`src/rtl/databus_arbiter.sv`:
```
// databus_arbiter: round-robin arbiter sharing one databus master port among
// N_REQ burst requesters. The winner holds the bus until the master accepts
// the last beat of its burst. Then at least one IDLE cycle follows.
// Handshake: a beat transfers on a cycle where m_valid_o && m_ready_i. Valid
// comes from the owning requester. Ready comes from the master and is routed
// back only to the owner.
// Optional build macro DATABUS_ARBITER_LEN_CHECK_EN adds a per-burst beat
// counter and a sticky err_o flag for bursts whose length disagrees with m_len_o.
module databus_arbiter #(
    parameter int N_REQ      = 4,
    parameter int AXI_ADDR_W = 32,
    parameter int LEN_W      = 8,
    parameter int DATA_W     = 32
) (
    input  logic                        clk_i,
    input  logic                        rst_i,
    input  logic [N_REQ-1:0]            req_valid_i,
    input  logic [N_REQ-1:0]            req_write_i,
    input  logic [N_REQ*AXI_ADDR_W-1:0] req_addr_i,
    input  logic [N_REQ*LEN_W-1:0]      req_len_i,
    input  logic [N_REQ*DATA_W-1:0]     req_wdata_i,
    output logic [N_REQ-1:0]            req_ready_o,
    output logic [N_REQ-1:0]            req_last_o,
    output logic [DATA_W-1:0]           req_rdata_o,
    output logic                        m_valid_o,
    input  logic                        m_ready_i,
    input  logic                        m_last_i,
    output logic                        m_write_o,
    output logic [AXI_ADDR_W-1:0]       m_addr_o,
    output logic [LEN_W-1:0]            m_len_o,
    output logic [DATA_W-1:0]           m_wdata_o,
    input  logic [DATA_W-1:0]           m_rdata_i,
    output logic [N_REQ-1:0]            grant_o,
`ifdef DATABUS_ARBITER_LEN_CHECK_EN
    output logic                        err_o,
`endif
    output logic                        busy_o
);

    localparam int IDX_W = (N_REQ > 1) ? $clog2(N_REQ) : 1;

    typedef enum logic {S_IDLE, S_LOCKED} state_t;

    state_t             state_q;
    logic [N_REQ-1:0]   grant_q;
    logic               busy_q;
    logic [IDX_W-1:0]   ptr_q;
    logic [IDX_W-1:0]   owner_idx;
    logic [IDX_W-1:0]   sel_idx;
    logic               sel_found;
    logic               xfer;
    logic               xfer_last;

    // Convert the one-hot grant into the owner's index for slice selection.
    always_comb begin
        owner_idx = '0;
        for (int i = 0; i < N_REQ; i++) begin
            if (grant_q[i]) owner_idx = IDX_W'(i);
        end
    end

    // Round-robin pick: first valid requester after ptr_q, wrapping modulo N_REQ.
    // Scanning from the farthest offset down lets the nearest one win.
    always_comb begin
        sel_found = 1'b0;
        sel_idx   = '0;
        for (int off = N_REQ; off >= 1; off--) begin
            if (req_valid_i[(int'(ptr_q) + off) % N_REQ]) begin
                sel_found = 1'b1;
                sel_idx   = IDX_W'((int'(ptr_q) + off) % N_REQ);
            end
        end
    end

    // Route the owner's request fields to the master port; everything is zero when not locked.
    always_comb begin
        m_valid_o   = 1'b0;
        m_write_o   = 1'b0;
        m_addr_o    = '0;
        m_len_o     = '0;
        m_wdata_o   = '0;
        req_ready_o = '0;
        if (state_q == S_LOCKED) begin
            m_valid_o   = req_valid_i[owner_idx];
            m_write_o   = req_write_i[owner_idx];
            m_addr_o    = req_addr_i[owner_idx*AXI_ADDR_W +: AXI_ADDR_W];
            m_len_o     = req_len_i[owner_idx*LEN_W +: LEN_W];
            m_wdata_o   = req_wdata_i[owner_idx*DATA_W +: DATA_W];
            req_ready_o = m_ready_i ? grant_q : '0;
        end
    end

    assign xfer        = m_valid_o & m_ready_i;
    assign xfer_last   = xfer & m_last_i;
    assign req_last_o  = xfer_last ? grant_q : '0;
    assign req_rdata_o = m_rdata_i;
    assign grant_o     = grant_q;
    assign busy_o      = busy_q;

    // Arbitration FSM: grant in IDLE, then hold the lock until the last beat transfers.
    always_ff @(posedge clk_i) begin
        if (rst_i) begin
            state_q <= S_IDLE;
            grant_q <= '0;
            busy_q  <= 1'b0;
            ptr_q   <= IDX_W'(N_REQ - 1);
        end else begin
            case (state_q)
                S_IDLE: begin
                    if (sel_found) begin
                        state_q <= S_LOCKED;
                        grant_q <= N_REQ'(1) << sel_idx;
                        busy_q  <= 1'b1;
                    end
                end
                S_LOCKED: begin
                    if (xfer_last) begin
                        state_q <= S_IDLE;
                        grant_q <= '0;
                        busy_q  <= 1'b0;
                        ptr_q   <= owner_idx;
                    end
                end
                default: begin
                    state_q <= S_IDLE;
                    grant_q <= '0;
                    busy_q  <= 1'b0;
                end
            endcase
        end
    end

`ifdef DATABUS_ARBITER_LEN_CHECK_EN
    logic [LEN_W-1:0] cnt_q;
    logic [LEN_W-1:0] cnt_inc;
    logic             err_q;

    assign cnt_inc = cnt_q + LEN_W'(1);
    assign err_o   = err_q;

    // Count beats per burst and flag a last beat that disagrees with the length field.
    always_ff @(posedge clk_i) begin
        if (rst_i) begin
            cnt_q <= '0;
            err_q <= 1'b0;
        end else begin
            if (state_q == S_IDLE && sel_found) begin
                cnt_q <= '0;
            end else if (xfer) begin
                cnt_q <= cnt_inc;
            end
            if (xfer && ((m_last_i && cnt_inc != m_len_o) ||
                         (!m_last_i && cnt_inc == m_len_o))) begin
                err_q <= 1'b1;
            end
        end
    end
`endif

endmodule

```
`config.mk`:
```
export PLATFORM = sky130hd
export DESIGN_NAME = databus_arbiter
export DESIGN_NICKNAME = d
export VERILOG_FILES = /design/src/rtl/databus_arbiter.sv
export SDC_FILE = /design/constraint.sdc
export NUM_CORES = 1
export LEC_CHECK = 0
export ABC_AREA = 1
export CORE_AREA = 2 2 174 176
export CTS_CLUSTER_SIZE = 40
export DETAILED_ROUTE_END_ITERATION = 16
export DIE_AREA = 0 0 176 178
export GPL_TIMING_DRIVEN = 0
export PLACE_DENSITY = 0.5
export SYNTH_ARGS = -nofsm -noshare
export SYNTH_HDL_FRONTEND = slang
export SYNTH_SLANG_ARGS = --single-unit
```
`constraint.sdc`:
```
create_clock -name clk_i -period 2.7 [get_ports clk_i]
set_input_delay 0.54 -clock clk_i [delete_from_list [all_inputs] [get_ports clk_i]]
set_output_delay 0.54 -clock clk_i [all_outputs]
set_load 0.01 [all_outputs]
```
==> reports/results.tsv <==
stage	metric	value	unit
clocking	clock sinks	8	
synthesis	register bit count reported by yosys	8	
sta	Slew Limit Fails	0	
clocking	Clock transition at path regs	0.04	ns
placement	dpl hpwl	22.8	mm
worst_setup_path	WP data required	2.16	ns
grt	total gr overflow	0	
synthesis	Synth Cell Area	0.00335	sq mm
sta	Slew @ Worst Pin	0.572	ns
layout	area grow syn2layout	150	%
synthesis	register area share after synthesis	0.0479	
worst_setup_path	R2R setup slack	1.24	ns
worst_setup_path	Critical path destination	m_addr_o[19]	
outcome	status	finished, final reports clean	
die	Ports	451	
clocking	clk_lat worst skew	0.23	ns
placement	I/O Buffers	417	
die	Initial Utilization	0.114	
clocking	Max clock buf depth	2	
drt	total number of vias	6197	
grt	initial antenna violation count	1	
sta	Tmin final	2.57	ns
power_and_ir_drop	worst vdd ir	0.177	mV
worst_setup_path	r2r endpoint	ptr_q[1]$_SDFFE_PP1P_	
worst_setup_path	Setup crit start	grant_o[3]$_SDFFE_PP0P_	
flow_run	max-cap viol count	0	
layout	post-route design area	0.00837	sq mm
placement	pre-CTS WS	-0.618	ns
power_and_ir_drop	Leak Pwr	4.01	nW
worst_setup_path	Critical Path AT	2.03	ns
synthesis	syn avg cell area	4.69	sq um
die	die width	176	microns
drt	Avg Vias per Cell	4.06	
drt	Avg WL per Cell	17.7	microns
grt	gr usage total	0.161	
worst_setup_path	CP max FO	10	
placement	gpl congestion	0.854	
sta	fin worst setup slack	0.134	ns
grt	first-pass GRT wire length	37.9	mm
sta	Hold Worst Slack	0.461	ns
drt	drt first pass iters	4	
sta	slew margin rel.	0.619	
layout	Nets	1467	
clocking	Post-CTS Hold Buffers	0	
grt	number of global-route vias before repair	6195	
clocking	post-CTS setup buffers	0	
worst_setup_path	WS Path Type	register to output pin	
drt	Post-Route WL	27.0	mm
synthesis	Post-Synth Adder-Cell Area	0	
synthesis	Gate Count Post-Synth	713	
die	die height	178	microns
layout	most frequent cells in the layout	clkdlybuf4s50_1 (342), nor2_1 (293), o21ai_0 (138)	
drt	Routed Antenna Nets	0	
worst_hold_path	worst hold path class	register to register	
grt	largest net degree at the start of global routing	11	
layout	share of cells above drive strength 1	0.102	
power_and_ir_drop	PwrDens	280	mW/mm^2
synthesis	largest family of logic cells by synthesized area	simple AND/OR/NAND/NOR gates	
die	core area	0.0294	sq mm
die	Die Area	0.0313	sq mm
layout	Final Util	0.285	
synthesis	multiplexer share of the synthesized area	0	
worst_setup_path	reg2reg start	grant_o[2]$_SDFFE_PP0P_	
synthesis	Ys Warns	0	
layout	commonest non-fill, non-tap cell in the layout	clkdlybuf4s50_1	
synthesis	Synth Area in Simple Gates	0.418	
synthesis	Net Count, Synth	1045	
die	FP Rows	63	
sta	Setup Skew	0.000758	ns
sta	final hold violations	0	
synthesis	Synth Area in Compound Gates	0.357	
worst_setup_path	CP Launch Type	register	
clocking	CTS tree	done	
drt	DRC	0	
sta	Setup TNS Final	0	ns
sta	RSZ-0062 raised after global routing	false	
placement	placed inst area	0.00801	sq mm
clocking	CTS Buf Count	3	
worst_setup_path	CP endpoint kind	output pin	
clocking	clock root cell	clkbuf_16	
sta	final setup fails	0	
synthesis	count of different cell masters after synthesis	25	
clocking	H-tree levels	1	
sta	Fmax	390	MHz
synthesis	Synth Area in XOR/XNOR	0	
worst_setup_path	cells on worst reg2reg path	10	
sta	period utilization	0.950	
drt	initial DRC count	185	
## power by group
group,leakage (nW),internal (mW),switching (mW),total [mW]
clock network,0.0370,0.191,0.0612,0.252
registers,0.0672,0.130,0.0160,0.146
logic,3.91,0.995,0.949,1.94
total,4.01,1.32,1.03,2.34
## worst max-delay path, cell delays in order, from the launching register on
cell	delay, ns
dfxtp_2	0.36
nor2_4	0.17
inv_2	0.05
buf_4	0.19
clkbuf_4	0.23
nor2_1	0.18
o21ai_0	0.17
a21oi_1	0.14
dlygate4sd2_1	0.29
## cells in the mapped netlist
library cell  count  share of area
nor2_1          299           0.34
o21ai_0         146           0.22
a21oi_1          84           0.13
nand2_1          37          0.041
buf_4            34          0.076
clkbuf_1         29          0.033
buf_2            19          0.028
inv_1            13          0.015
nand3_1           9          0.013
dfxtp_1           8          0.048
clkbuf_2          6         0.0090
inv_2             6         0.0067
nand2_2           4         0.0075
nor3_1            4         0.0060
o21ai_1           3         0.0045
buf_6             2         0.0067
nand4_1           2         0.0037
a21oi_2           1         0.0026
and2_1            1         0.0019
buf_1             1         0.0011
inv_4             1         0.0019
nand4_4           1         0.0064
nor2_2            1         0.0019
o211ai_2          1         0.0037
o21ai_2           1         0.0026
## state kept, by name, indices dropped and copies added, names as in the netlist
signal and cells:
busy_o 1, grant_o 4, ptr_q 2, state_q 1
## metal layers
metal,part of all wire,track usage,vias to the layer above,wire (microns)
met3,0.076,0.0318,20,2060
li1,-,-,3149,-
met5,0,0,-,0
met4,0.017,0.0310,0,469
met1,0.40,0.189,2722,10700
met2,0.51,0.302,306,13700
## kinds of logic (layout without fill, tap and decap cells)
group                  after synthesis  after routing
AO/OA/AOI/OAI                      236            236
flip-flops                           8              8
AND/OR/NAND/NOR                    358            358
buffers and inverters              111            531
other                                0              2
## worst min path at each step
stage                   startpoint                  end  cells after the start
2_1_floorplan  busy_o$_SDFFE_PP0P_  busy_o$_SDFFE_PP0P_                      2
3_3_place_gp   busy_o$_SDFFE_PP0P_  busy_o$_SDFFE_PP0P_                      2
3_5_place_dp   busy_o$_SDFFE_PP0P_  busy_o$_SDFFE_PP0P_                      2
4_1_cts        busy_o$_SDFFE_PP0P_  busy_o$_SDFFE_PP0P_                      2
5_1_grt        busy_o$_SDFFE_PP0P_  busy_o$_SDFFE_PP0P_                      2
6_report       busy_o$_SDFFE_PP0P_  busy_o$_SDFFE_PP0P_                      2
## stage by stage
stage                     power [mW]  cells
after floorplan                0.946    713
after global placement          2.09   1520
after detailed placement        2.09   1520
after CTS                       2.39   1523
after global routing            2.54   1524
final                           2.34   1525
## area by class of cell
class                   count  area, sq um
well taps                 390          488
repair buffers            417         4210
flip-flops and latches      8          164
fillers                  3332        21000
plain buffers              91          714
inverters                  20         77.6
clock buffers               3         75.1
diodes                      2         5.00
multi-input cells         594         2630
## what timing repair did
item,in CTS,in global routing
setup endpoints to repair,76,44
gates resized for setup,117,62
pin swaps,2,0
Note: power is estimated with default switching activity, not from simulation.
